<file path="config.mk">
export PLATFORM = sky130hd
export DESIGN_NAME = mem_stage
export DESIGN_NICKNAME = d
export VERILOG_FILES = /design/src/rtl/rv32i_types.sv /design/src/rtl/mem_stage_load_align.sv /design/src/rtl/mem_stage.sv
export SDC_FILE = /design/constraint.sdc
export NUM_CORES = 1
export LEC_CHECK = 0
export CORE_AREA = 8 8 355 357
export DETAILED_ROUTE_END_ITERATION = 6
export DIE_AREA = 0 0 363 365
export PLACE_DENSITY_LB_ADDON = 0.15
export SYNTH_ARGS = -nofsm -noshare
export SYNTH_HDL_FRONTEND = slang
export SYNTH_SLANG_ARGS = --single-unit
</file>
<file path="constraint.sdc">
create_clock -name clk -period 2.27 [get_ports clk]
set_input_delay 0.454 -clock clk [delete_from_list [all_inputs] [get_ports clk]]
set_output_delay 0.454 -clock clk [all_outputs]
set_load 0.02 [all_outputs]
</file>
<file path="src/rtl/rv32i_types.sv">
// Shared RV32I pipeline types used by the MEM stage: load op encoding,
// MEM-stage FSM states and the EX/MEM and MEM/WB stage-register layouts.
package rv32i_types;

    // Load flavours, encoded as the funct3 field of the load instruction.
    typedef enum logic [2:0] {
        load_lb  = 3'b000,
        load_lh  = 3'b001,
        load_lw  = 3'b010,
        load_lbu = 3'b100,
        load_lhu = 3'b101
    } load_ops;

    typedef enum logic {
        mem_idle = 1'b0,
        mem_wait = 1'b1
    } mem_state_t;

    typedef struct packed {
        logic       regf_we;
        logic [1:0] wb_sel;
    } control_wb_t;

    typedef struct packed {
        logic        valid;
        logic [31:0] pc;
        logic [31:0] pc_next;
        logic [63:0] order;
        logic [31:0] inst;
        logic [4:0]  rs1_s;
        logic [4:0]  rs2_s;
        logic [31:0] rs1_v;
        logic [31:0] rs2_v;
        logic [4:0]  rd_s;
        control_wb_t control_wb;
        logic [31:0] alu_out;
        logic        branch;
        logic [31:0] u_imm;
        logic [31:0] mem_addr;
        logic [3:0]  mem_rmask;
        logic [3:0]  mem_wmask;
        logic [31:0] mem_wdata;
        load_ops     load_op;
    } ex_mem_stage_reg_t;

    typedef struct packed {
        logic        valid;
        logic [31:0] pc;
        logic [31:0] pc_next;
        logic [63:0] order;
        logic [31:0] inst;
        logic [4:0]  rs1_s;
        logic [4:0]  rs2_s;
        logic [31:0] rs1_v;
        logic [31:0] rs2_v;
        logic [4:0]  rd_s;
        control_wb_t control_wb;
        logic [31:0] alu_out;
        logic        branch;
        logic [31:0] u_imm;
        logic [31:0] mem_addr;
        logic [3:0]  mem_rmask;
        logic [3:0]  mem_wmask;
        logic [31:0] mem_wdata;
        logic [31:0] mem_rdata;
        logic [31:0] ld_data;
    } mem_wb_stage_reg_t;

    // Extend an 8-bit value to 32 bits, sign-extending when sgn is set.
    function automatic logic [31:0] ext8(input logic [7:0] b, input logic sgn);
        return {{24{sgn & b[7]}}, b};
    endfunction

    // Extend a 16-bit value to 32 bits, sign-extending when sgn is set.
    function automatic logic [31:0] ext16(input logic [15:0] h, input logic sgn);
        return {{16{sgn & h[15]}}, h};
    endfunction

endpackage

</file>
<file path="src/rtl/mem_stage_load_align.sv">
// Load data alignment: picks the addressed byte/half out of the read word
// and sign- or zero-extends it according to the load flavour.
module load_align
    import rv32i_types::*;
(
    input  load_ops     load_op,
    input  logic [1:0]  off,
    input  logic [31:0] rdata,
    output logic [31:0] ld_data
);

    logic [7:0]  byte_s;
    logic [15:0] half_s;

    // Select the addressed lane, then extend it for the requested load type.
    always_comb begin
        byte_s  = 8'h00;
        half_s  = 16'h0000;
        ld_data = 32'h0000_0000;
        case (off)
            2'd0:    byte_s = rdata[7:0];
            2'd1:    byte_s = rdata[15:8];
            2'd2:    byte_s = rdata[23:16];
            2'd3:    byte_s = rdata[31:24];
            default: byte_s = 8'h00;
        endcase
        if (off[1]) begin
            half_s = rdata[31:16];
        end else begin
            half_s = rdata[15:0];
        end
        case (load_op)
            load_lb:  ld_data = ext8(byte_s, 1'b1);
            load_lbu: ld_data = ext8(byte_s, 1'b0);
            load_lh:  ld_data = ext16(half_s, 1'b1);
            load_lhu: ld_data = ext16(half_s, 1'b0);
            load_lw:  ld_data = rdata;
            default:  ld_data = rdata;
        endcase
    end

endmodule

</file>
<file path="src/rtl/mem_stage.sv">
// MEM stage of the 5-stage RV32I pipeline. Issues one data-memory access per
// memory instruction, stalls the front of the pipeline until the response
// pulse, aligns load data and registers the MEM/WB stage register.
module mem_stage
    import rv32i_types::*;
(
    input  logic              clk,
    input  logic              rst_n,
    input  ex_mem_stage_reg_t ex_mem_stage_reg,
    output logic [31:0]       dmem_addr,
    output logic [3:0]        dmem_rmask,
    output logic [3:0]        dmem_wmask,
    output logic [31:0]       dmem_wdata,
    input  logic [31:0]       dmem_rdata,
    input  logic              dmem_resp,
    output logic              stall_mem,
    output mem_wb_stage_reg_t mem_wb_stage_reg
);

    mem_state_t        state_r;
    mem_state_t        state_next_s;
    logic [31:0]       addr_r;
    logic [31:0]       wdata_r;
    logic              access_s;
    logic              is_load_s;
    logic [31:0]       align_ld_s;
    mem_wb_stage_reg_t mem_wb_next_s;

    load_align u_load_align (
        .load_op (ex_mem_stage_reg.load_op),
        .off     (ex_mem_stage_reg.mem_addr[1:0]),
        .rdata   (dmem_rdata),
        .ld_data (align_ld_s)
    );

    // Classify the EX/MEM instruction; a read mask wins over a write mask.
    always_comb begin
        is_load_s = ex_mem_stage_reg.valid && (ex_mem_stage_reg.mem_rmask != 4'h0);
        access_s  = rst_n && ex_mem_stage_reg.valid &&
                    ((ex_mem_stage_reg.mem_rmask != 4'h0) || (ex_mem_stage_reg.mem_wmask != 4'h0));
    end

    // Next-state and memory-interface outputs; masks pulse only in the issue cycle.
    always_comb begin
        state_next_s = state_r;
        dmem_addr    = 32'h0000_0000;
        dmem_rmask   = 4'h0;
        dmem_wmask   = 4'h0;
        dmem_wdata   = 32'h0000_0000;
        stall_mem    = 1'b0;
        case (state_r)
            mem_idle: begin
                if (access_s) begin
                    dmem_addr = {ex_mem_stage_reg.mem_addr[31:2], 2'b00};
                    if (is_load_s) begin
                        dmem_rmask = ex_mem_stage_reg.mem_rmask;
                    end else begin
                        dmem_wmask = ex_mem_stage_reg.mem_wmask;
                        dmem_wdata = ex_mem_stage_reg.mem_wdata;
                    end
                    stall_mem    = 1'b1;
                    state_next_s = mem_wait;
                end else begin
                    state_next_s = mem_idle;
                end
            end
            mem_wait: begin
                dmem_addr  = addr_r;
                dmem_wdata = wdata_r;
                if (dmem_resp) begin
                    stall_mem    = 1'b0;
                    state_next_s = mem_idle;
                end else begin
                    stall_mem    = 1'b1;
                    state_next_s = mem_wait;
                end
            end
            default: begin
                state_next_s = mem_idle;
            end
        endcase
    end

    // FSM state register.
    always_ff @(posedge clk) begin
        if (!rst_n) begin
            state_r <= mem_idle;
        end else begin
            state_r <= state_next_s;
        end
    end

    // Hold the issued address and store data steady while waiting.
    always_ff @(posedge clk) begin
        if (!rst_n) begin
            addr_r  <= 32'h0000_0000;
            wdata_r <= 32'h0000_0000;
        end else if ((state_r == mem_idle) && access_s) begin
            addr_r  <= dmem_addr;
            wdata_r <= dmem_wdata;
        end else begin
            addr_r  <= addr_r;
            wdata_r <= wdata_r;
        end
    end

    // Assemble the MEM/WB payload from EX/MEM plus the (aligned) load data.
    always_comb begin
        mem_wb_next_s            = '0;
        mem_wb_next_s.valid      = ex_mem_stage_reg.valid;
        mem_wb_next_s.pc         = ex_mem_stage_reg.pc;
        mem_wb_next_s.pc_next    = ex_mem_stage_reg.pc_next;
        mem_wb_next_s.order      = ex_mem_stage_reg.order;
        mem_wb_next_s.inst       = ex_mem_stage_reg.inst;
        mem_wb_next_s.rs1_s      = ex_mem_stage_reg.rs1_s;
        mem_wb_next_s.rs2_s      = ex_mem_stage_reg.rs2_s;
        mem_wb_next_s.rs1_v      = ex_mem_stage_reg.rs1_v;
        mem_wb_next_s.rs2_v      = ex_mem_stage_reg.rs2_v;
        mem_wb_next_s.rd_s       = ex_mem_stage_reg.rd_s;
        mem_wb_next_s.control_wb = ex_mem_stage_reg.control_wb;
        mem_wb_next_s.alu_out    = ex_mem_stage_reg.alu_out;
        mem_wb_next_s.branch     = ex_mem_stage_reg.branch;
        mem_wb_next_s.u_imm      = ex_mem_stage_reg.u_imm;
        mem_wb_next_s.mem_addr   = ex_mem_stage_reg.mem_addr;
        mem_wb_next_s.mem_rmask  = ex_mem_stage_reg.mem_rmask;
        mem_wb_next_s.mem_wmask  = ex_mem_stage_reg.mem_wmask;
        mem_wb_next_s.mem_wdata  = ex_mem_stage_reg.mem_wdata;
        if (is_load_s) begin
            mem_wb_next_s.mem_rdata = dmem_rdata;
            mem_wb_next_s.ld_data   = align_ld_s;
        end else begin
            mem_wb_next_s.mem_rdata = 32'h0000_0000;
            mem_wb_next_s.ld_data   = 32'h0000_0000;
        end
    end

    // MEM/WB register: a bubble while stalled so WB retires each instruction once.
    always_ff @(posedge clk) begin
        if (!rst_n) begin
            mem_wb_stage_reg <= '0;
        end else if (stall_mem) begin
            mem_wb_stage_reg <= '0;
        end else begin
            mem_wb_stage_reg <= mem_wb_next_s;
        end
    end

endmodule

</file>
==> run_results.csv <==
group,metric,value,unit
floorplanning,die_area,132000,µm²
synthesis,yosysWarnings,0,
route,routedWlPerCell,21.5,µm
synthesis,syn-num-nets,1790,
power_and_ir_drop,power_leakage,12.1,nW
cells_and_area,syn2layout_area_growth,100,%
clock_network,hold_buffers,0,
route,remaining_drc_errors,0,
power_and_ir_drop,comb_power_share,13.9,%
outcome,status,"finished with violations",
placed_design,place_congestion,0.801,
synthesis,synth.distinct_cells,34,
synthesis,yosysSeqAreaShare,67.0,%
floorplanning,core-area,121000,µm²
synthesis,synth_cells,1372,
global_routing,grt_pass1_wl,118,mm
synthesis,ys_ff_latch,509,
route,wl_met2,45.2,mm
floorplanning,die_h,365,µm
route,top_layer,"met5",
cells_and_area,final_cells,4112,
power_and_ir_drop,power_density,767,nW/µm²
clock_network,clk_latency,0.62,ns
power_and_ir_drop,p_sw,5.93,mW
power_and_ir_drop,power_switching_share,25.4,%
power_and_ir_drop,ir_drop,0.458,mV
worst_hold_path,holdCritPathClass,"primary input to flop",
setup_path,arrival,2.17,ns
sta,maxSlewHeadroom,57.6,%
floorplanning,io_pins,935,
route,met3_length,9.80,mm
placed_design,portBuffers,934,
placed_design,dp_hpwl,69.4,mm
floorplanning,rows,128,
sta,skew,0.0187,ns
route,first_iter_violations,580,
clock_network,cts_tree,"yes",
power_and_ir_drop,p_int,17.4,mW
cells_and_area,finalNetCount,2853,
clock_network,cts-root-buf,"clkbuf_16",
global_routing,grtUsageTotal,12.5,%
setup_path,start_kind,"flop",
setup_path,crit_type,"flop to primary output",
route,wl,88.3,mm
cells_and_area,largest_register_ffs,444,
sta,fmax,0.381,GHz
global_routing,overflow,0,
setup_path,critPathMaxFanout,7,
sta,hold-worst-slack,0.290,ns
global_routing,antenna_found_initial,18,
setup_path,crit_path_end_kind,"primary output",
synthesis,syn_area_per_cell,11.1,µm²
cells_and_area,fillers,12900,
sta,min_period,2.63,ns
route,detail-route-antenna-nets,0,
sta,worst_pin_slew,0.635,ns
floorplanning,initial_utilization,12.6,%
route,vias,13600,
clock_network,cts_buffer_depth,3,
global_routing,grt_max_degree,58,
route,drt-vias-per-instance,3.32,
clock_network,cts-buffers-inserted,67,
setup_path,rrSetupSlack,0.35,ns
clock_network,cts-htree-levels,3,
sta,finalMaxSlewViolations,0,
setup_path,crit_required,1.82,ns
synthesis,synth_area,15200,µm²
sta,period_share,116,%
clock_network,cts_sinks,509,
sta,setup_viol,70,
clock_network,clk_pin_slew,0.06,ns
setup_path,worstReg2RegEnd,"mem_wb_stage_reg[351]$_SDFF_PP0_",
placed_design,place_area,27200,µm²
floorplanning,die_w,363,µm
worst_hold_path,min_from,"rst_n",
cells_and_area,fin_area,30500,µm²
route,firstDrtPassIters,6,
power_and_ir_drop,seqPwrFrac,40.5,%
sta,fin_ws,-0.355,ns
power_and_ir_drop,clkPwrFrac,45.6,%
route,wl_met1,31.6,mm
setup_path,rr_worst_depth,9,
placed_design,dpl.cell_count,3940,
worst_hold_path,holdPathStages,3,
cells_and_area,final_util,25.3,%
global_routing,grt_pass1_vias,14700,
setup_path,r2r_start,"state_r$_SDFF_PN0_",
outcome,violations,"negative setup slack",
flow_run,maxCapViolations,0,
sta,rsz0062_at_grt,"yes",
worst_hold_path,worstHoldEndpoint,"state_r$_SDFF_PN0_",
sta,finalHoldViolations,0,
cells_and_area,drive_above_1_share,16.5,%
placed cells by master, fill, tap and decap left out, types with 12 or more instances in the layout:
| cell type | synthesis | routed |
|---|---|---|
| clkbuf_8 | 0 | 17 |
| nand2_2 | 0 | 24 |
| buf_4 | 4 | 96 |
| a21oi_1 | 25 | 24 |
| buf_6 | 0 | 87 |
| nand2_4 | 0 | 31 |
| and2_1 | 419 | 411 |
| clkbuf_1 | 36 | 14 |
| nand2_1 | 159 | 104 |
| buf_12 | 0 | 23 |
| nor2_1 | 13 | 13 |
| clkbuf_16 | 0 | 69 |
| o21ai_0 | 33 | 33 |
| clkdlybuf4s50_1 | 0 | 849 |
| dfxtp_1 | 509 | 508 |
| a22o_1 | 61 | 61 |
| inv_1 | 12 | 12 |
how the worst max path moves through the flow:
stage | cells past startpoint | slack (ns) | endpoint | startpoint
floorplan | 5 | 0.12 | dmem_wdata[0] | ex_mem_stage_reg[39]
global placement | 6 | -0.87 | dmem_wmask[2] | ex_mem_stage_reg[39]
detailed placement | 6 | -0.86 | dmem_wdata[14] | ex_mem_stage_reg[39]
CTS | 8 | -0.46 | dmem_wdata[11] | state_r$_SDFF_PN0_
global route | 10 | -0.47 | dmem_addr[17] | state_r$_SDFF_PN0_
finish | 10 | -0.36 | dmem_addr[26] | state_r$_SDFF_PN0_
cells in the mapped netlist:
| cell type | count | area (µm²) |
|---|---|---|
| nand3_1 | 5 | 25.0 |
| buf_4 | 4 | 30.0 |
| nor3b_2 | 1 | 12.5 |
| mux2i_1 | 6 | 60.1 |
| a21oi_2 | 1 | 8.76 |
| buf_2 | 41 | 205 |
| nand3b_1 | 1 | 7.51 |
| nor2_4 | 1 | 11.3 |
| mux2_2 | 7 | 78.8 |
| nand4_1 | 1 | 6.26 |
| a32o_1 | 1 | 10.0 |
| nor4_4 | 2 | 42.5 |
| and2_1 | 419 | 2620 |
| buf_1 | 3 | 11.3 |
| a21boi_0 | 1 | 7.51 |
| nor2b_1 | 3 | 18.8 |
| nor2_1 | 13 | 48.8 |
| and3_1 | 1 | 6.26 |
| a22o_1 | 61 | 534 |
| a221oi_1 | 8 | 70.1 |
| mux4_2 | 1 | 22.5 |
| a21o_1 | 1 | 7.51 |
| clkbuf_1 | 36 | 135 |
| inv_1 | 12 | 45.0 |
| o21ai_1 | 3 | 15.0 |
| a31oi_1 | 1 | 6.26 |
| a211oi_1 | 1 | 7.51 |
| or2_2 | 6 | 37.5 |
| o21ai_0 | 33 | 165 |
| nand2_1 | 159 | 597 |
| a21oi_1 | 25 | 125 |
| nand2b_1 | 4 | 25.0 |
| dfxtp_1 | 509 | 10200 |
| o221a_2 | 1 | 11.3 |
critical path, cell delays in order (launching register included):
cell	delay [ns]
dfxtp_4	0.34
nand3b_1	0.17
buf_4	0.15
a21oi_4	0.12
buf_12	0.15
buf_16	0.16
buf_6	0.13
buf_6	0.09
nand2_4	0.04
nand2_2	0.06
buf_6	0.11
routing by layer:
metal / track usage, % / up-vias
met5: 0 / -
met4: 2.95 / 14
met3: 5.93 / 96
met2: 22.6 / 559
met1: 12.9 / 6481
li1: - / 6483
metrics by stage:
step / power, mW / worst slack [ns] / TNS [ns]
6_report: 23.4 / -0.355 / -18.95
5_1_grt: 24.5 / -0.466 / -27.51
4_1_cts: 23.9 / -0.457 / -22.62
3_5_place_dp: 12.8 / -0.859 / -178.85
3_3_place_gp: 12.8 / -0.872 / -185.50
2_1_floorplan: 10.6 / 0.118 / 0
final cells by class:
class                   instances  area, µm²  area share, %
diodes                          3       7.51         0.0246
clock buffers                  99       1990           6.53
clock inverters                19        245          0.805
inverters                      12       45.0          0.148
multi-input cells             767       4920           16.2
flip-flops and latches        509      10200           33.5
well taps                    1625       2030           6.67
repair buffers               1078      11000           36.2
power by group through the flow:
stage / Combinational [mW] / Sequential [mW] / Clock [mW]
after global routing: 3.45 / 9.49 / 11.5
after global placement: 3.12 / 9.64 / 0
after detailed placement: 3.11 / 9.65 / 0
after floorplan: 0.568 / 10.1 / 0
after CTS: 3.29 / 9.46 / 11.2
final: 3.26 / 9.45 / 10.6
what timing repair did:
action / 4_1_cts / 5_1_grt
resized for setup: 486 / 59
setup endpoints to repair: 73 / 72
cloned: 5 / 1
setup buffers: 33 / 15
pin swaps: 23 / 41
cells by family (layout without fill, tap and decap cells):
family	count (synthesis)	count (layout)	share of synthesized area, %
and+or+nand+nor	616	616	22.8
DFF	509	509	67.0
AOI/OAI and AO/OA	137	137	6.37
buffers and inverters	96	1208	2.81
muxes	14	14	1.06
other	0	3	0
Note: power is estimated with default switching activity, not from simulation.
